==> src/rtl/prio_encoder_ack.sv <==
// ============================================================================
// Module      : prio_encoder_ack
// Description : Edge-captured priority encoder with acknowledge. Rising edges
//               on the request lines set sticky pending bits; the winning
//               pending index is presented on y together with group-select
//               (gs) and a cascade enable-out (eout). An ack taken while gs=1
//               retires the presented index, and the next winner appears on
//               the same registered edge.
//
//               Compile-time option:
//                 PRIO_ROTATE_EN  undefined : fixed priority, highest index wins
//                 PRIO_ROTATE_EN  defined   : rotating priority. A W-bit pointer
//                                             p records the last acknowledged
//                                             index. The search runs downward
//                                             from (p-1) mod N, wraps, and
//                                             ends at p.
//
// Ports       : clk   in   sole clock, rising edge
//               rst   in   asynchronous active-high reset
//               ein   in   enable-in. When low, all outputs read inactive
//                          while capture continues.
//               req   in   [N-1:0] level request lines; a rising edge is an event
//               ack   in   acknowledge, honoured only while gs=1 and ein=1
//               y     out  [W-1:0] registered winning index (0 when gs=0)
//               gs    out  registered group-select
//               eout  out  registered enable-out (ein=1 and nothing pending)
//
// Revision    : 1.0  initial release
// ============================================================================
`default_nettype none

module prio_encoder_ack #(
  parameter int N = 8,
  parameter int W = $clog2(N)
) (
  input  logic         clk,
  input  logic         rst,
  input  logic         ein,
  input  logic [N-1:0] req,
  input  logic         ack,
  output logic [W-1:0] y,
  output logic         gs,
  output logic         eout
);

  // --------------------------------------------------------------------------
  // State
  // --------------------------------------------------------------------------
  logic [N-1:0] req_d_q,   req_d_d;
  logic [N-1:0] pending_q, pending_d;
  logic [W-1:0] y_q,       y_d;
  logic         gs_q,      gs_d;
  logic         eout_q,    eout_d;

  // --------------------------------------------------------------------------
  // Event capture and retirement
  // --------------------------------------------------------------------------
  logic [N-1:0] rise;
  logic [N-1:0] clr_mask;
  logic         accept;

  always_comb begin
    rise     = req & ~req_d_q;
    // gs_q can only be 1 if ein was high on the previous edge. ein is
    // re-checked here because ein=0 freezes pending against clears.
    accept   = ack & gs_q & ein;
    clr_mask = '0;
    if (accept) begin
      clr_mask[y_q] = 1'b1;
    end
    req_d_d   = req;
    // The set term is OR-ed in last, so a simultaneous rise overrides the clear.
    pending_d = (pending_q & ~clr_mask) | rise;
  end

  // --------------------------------------------------------------------------
  // Winner selection on the next-state pending vector
  // --------------------------------------------------------------------------
  logic [W-1:0] win;

`ifdef PRIO_ROTATE_EN
  logic [W-1:0] p_q, p_d;
  logic [W-1:0] sel;
  logic         found;

  // The pointer advances on the same edge that retires the index, so the
  // search for the next winner already uses the updated pointer.
  always_comb begin
    p_d = accept ? y_q : p_q;
  end

  always_comb begin
    win   = '0;
    found = 1'b0;
    sel   = '0;
    for (int k = 1; k <= N; k++) begin
      sel = W'((int'(p_d) + N - k) % N);
      if (!found && pending_d[sel]) begin
        found = 1'b1;
        win   = sel;
      end
    end
  end

  always_ff @(posedge clk or posedge rst) begin
    if (rst) begin
      p_q <= '0;
    end else begin
      p_q <= p_d;
    end
  end
`else
  // Ascending scan: each later (higher) set bit overwrites any earlier match.
  always_comb begin
    win = '0;
    for (int i = 0; i < N; i++) begin
      if (pending_d[i]) begin
        win = W'(i);
      end
    end
  end
`endif

  // --------------------------------------------------------------------------
  // Output next-state
  // --------------------------------------------------------------------------
  logic any_pending;

  always_comb begin
    any_pending = |pending_d;
    gs_d        = ein & any_pending;
    eout_d      = ein & ~any_pending;
    y_d         = gs_d ? win : '0;
  end

  // --------------------------------------------------------------------------
  // Registers
  // --------------------------------------------------------------------------
  always_ff @(posedge clk or posedge rst) begin
    if (rst) begin
      req_d_q   <= '0;
      pending_q <= '0;
      y_q       <= '0;
      gs_q      <= 1'b0;
      eout_q    <= 1'b0;
    end else begin
      req_d_q   <= req_d_d;
      pending_q <= pending_d;
      y_q       <= y_d;
      gs_q      <= gs_d;
      eout_q    <= eout_d;
    end
  end

  assign y    = y_q;
  assign gs   = gs_q;
  assign eout = eout_q;

endmodule

`default_nettype wire
==> config.mk <==
export PLATFORM = sky130hd
export DESIGN_NAME = prio_encoder_ack
export DESIGN_NICKNAME = d
export VERILOG_FILES = /design/src/rtl/prio_encoder_ack.sv
export SDC_FILE = /design/constraint.sdc
export NUM_CORES = 1
export LEC_CHECK = 0
export ABC_AREA = 1
export CAP_MARGIN = 20
export CORE_MARGIN = 2
export CORE_UTILIZATION = 48
export CTS_CLUSTER_SIZE = 24
export DETAILED_ROUTE_END_ITERATION = 10
export PLACE_DENSITY = 0.75
export SLEW_MARGIN = 0
export SYNTH_ARGS = -nofsm -noshare
export SYNTH_HDL_FRONTEND = slang
export SYNTH_SLANG_ARGS = --single-unit
==> constraint.sdc <==
create_clock -name clk -period 1.54 [get_ports clk]
set_input_delay 0.308 -clock clk [delete_from_list [all_inputs] [get_ports clk]]
set_output_delay 0.308 -clock clk [all_outputs]
set_load 0.005 [all_outputs]
==> reports/metrics.yaml <==
place:
  dp_hpwl_mm: 1.23
  gp_congestion: 0.826
  port_buffers: 16
timing:
  setup_violations: 0
  finalCritPeriodShare: 0.982
  tightest_slew_ps: 269
  relSlewSlack: 0.821
  clock_skew_ps: 0.854
  period_needed_ps: 1510
  rsz0062_at_grt: "true"
  max_freq_ghz: 0.661
  setup_tns_ps: 0
  hold_viol: 0
  slew_violations: 0
power_and_ir_drop:
  comb_power_share: 0.135
  clkPwrFrac: 0.263
  switching_share: 0.241
  p_int_mw: 0.742
  switching_power_mw: 0.236
  irDropWorstVdd_mv: 0.587
  powerDensity_nw_per_um2: 811
  p_leak_nw: 0.582
  seqPwrFrac: 0.602
logic_synthesis:
  synth_area_leaders: "dfrtp_1 61%, inv_1 10%, nor2_1 8.3%"
  synth_top_cell_area_share: 0.610
  syn_inst: 98
  synth_largest_area_cell: "dfrtp_1"
  netlist_area_um2: 862
  synth-seq-area-share: 0.610
  synth_seq_cells: 21
  syn_nets: 110
  synth_area_per_cell_um2: 8.80
  yosysWarnings: 0
  yosysUniqueCellTypes: 15
clock_network:
  clk_path_buf_depth: 2
  cts_buffers: 3
  cts_max_level: 1
  hold_buffers: 0
  cts_tree: "yes"
  clkTransAtPathRegs_ps: 110
  clkLatencyLatePin_ps: 300
  clock_sinks: 21
  cts-root-buf: "clkbuf_4"
critical_path:
  path_common_cell: "nand2_1"
  cp_max_fo: 3
  reg2regPathDepth: 11
  arrival_ps: 1710
  worstReg2RegStart: "y[2]"
  cpPeakStageDelay_ps: 400
  cp_data_required_time_ps: 1740
  r2r_end: "y[1]"
  reg2reg_slack_ps: 30
  start_kind: "register"
  crit_chain: "buf_6 -> nor2_2 -> nand2_1 -> o21ai_1 -> nand2_1 -> inv_1 -> nand2_1 -> nor2_1 -> nand2_1 -> nand2_2 -> nor2_1"
  path_class: "reg -> reg"
  end_kind: "register"
  cp_slowest_cell: "dfrtp_1"
route:
  firstDrtPassIters: 4
  drc_errors: 0
  post_drt_wl_per_cell_um: 10.5
  final_antenna_net_count: 0
  drt-initial-drc-count: 13
  wirelength_mm: 1.62
  vias_per_cell: 4.53
  vias: 698
global_route:
  grt_max_degree: 22
  first_global_vias: 654
  grt_pass1_wl_mm: 2.66
  met1_usage: 0.238
  overflow: 0
  antenna_found_initial: 0
  grtUsageMet2: 0.289
  grt_usage: 0.182
  grt_busiest_layer: "met2"
  met3_usage: 0.0353
outcome:
  outcome: "complete, no violations"
cells_and_area:
  nFillCells: 124
  synthToLayoutAreaGrowth_pct: 40.1
  final_cell_mix: "22 x inv_1, 19 x dfrtp_1, 17 x nor2_1"
  final_core_util: 0.707
  layout-drive-gt1-share: 0.248
  final_common_cell: "inv_1"
  n_antenna_cell: 0
  layout.nets: 142
run:
  maxCapViolations: 0
floorplan:
  initial_core_util: 0.505
  core_area_um2: 1710
  fp.dieArea_um2: 2150
  io_pins: 17
  dieWidth_um: 46.4
  die_h_um: 46.4
  num_rows: 15
min_path:
  hold_path_class: "in -> async"
## final cells by class
class / instances / area, µm² / share of cell area
sequential: 21 / 528 / 0.437
multi-input combinational: 53 / 273 / 0.226
inverter: 24 / 92.6 / 0.0767
timing repair buffer: 27 / 255 / 0.211
clock buffer: 3 / 22.5 / 0.0187
tap: 25 / 31.3 / 0.0259
clock inverter: 1 / 5.00 / 0.00415
## power groups by stage
stage,Combinational [mW],Clock [mW],Sequential [mW]
finish,0.132,0.257,0.589
CTS,0.128,0.269,0.588
detailed placement,0.117,0,0.602
global placement,0.115,0,0.601
floorplan,0.0490,0,0.599
global route,0.148,0.294,0.592
## layer usage
metal,vias to the layer above,share of wire
met2,17,0.49
met4,0,0.015
met3,5,0.043
li1,349,-
met5,-,0
met1,327,0.45
## logic make-up after synthesis
logic type      after synthesis  share of synthesized area
buf+inv                      24                      0.104
compound gates                9                     0.0726
simple gates                 44                      0.213
flops                        21                      0.610
## worst max-delay path: cells and delay by family, from the launching register on
| kind | cells | cell delay [ps] |
|---|---|---|
| AND/OR/NAND/NOR | 8 | 680 |
| AO/OA/AOI/OAI | 1 | 130 |
| buffers and inverters | 2 | 190 |
| flip-flops | 1 | 400 |
## how the worst max path moves through the flow
stage | start | to | cells after the start
final | y[2] | y[1] | 11
after detailed placement | ein | y[0] | 10
after floorplan | y[1] | y[0] | 10
after global routing | y[2] | y[0] | 11
after CTS | ein | y[0] | 10
after global placement | ein | y[1] | 10
## registers in the layout, indices dropped and copies added, names as in the netlist
signal,cells
eout,1
pending_q,8
gs,1
req_d_q,8
y,3
## what timing repair did
action,CTS,global route
endpoints found under the setup margin,6,5
gates resized for setup,5,13
pin swaps,0,12
setup buffers,2,1
gates cloned,0,0
## stage by stage
step	hold slack, ps	power [mW]	std cells	area (µm²)	setup WS, ps
3_5_place_dp	510	0.719	147	1110	-344
2_1_floorplan	285	0.648	98	862	185
6_report	319	0.979	154	1210	27.2
4_1_cts	317	0.985	153	1170	-0.530
5_1_grt	322	1.03	154	1210	-91.1
3_3_place_gp	480	0.716	147	1110	-316
## cell usage after synthesis
library cell,count
a21boi_0,1
a21oi_1,2
a21oi_2,3
a31oi_1,1
dfrtp_1,21
inv_1,23
inv_2,1
nand2_1,18
nand2_2,1
nand3_1,2
nand3_2,1
nor2_1,19
nor2_2,3
o21a_1,1
o21ai_0,1
(Power assumes the default switching activity.)
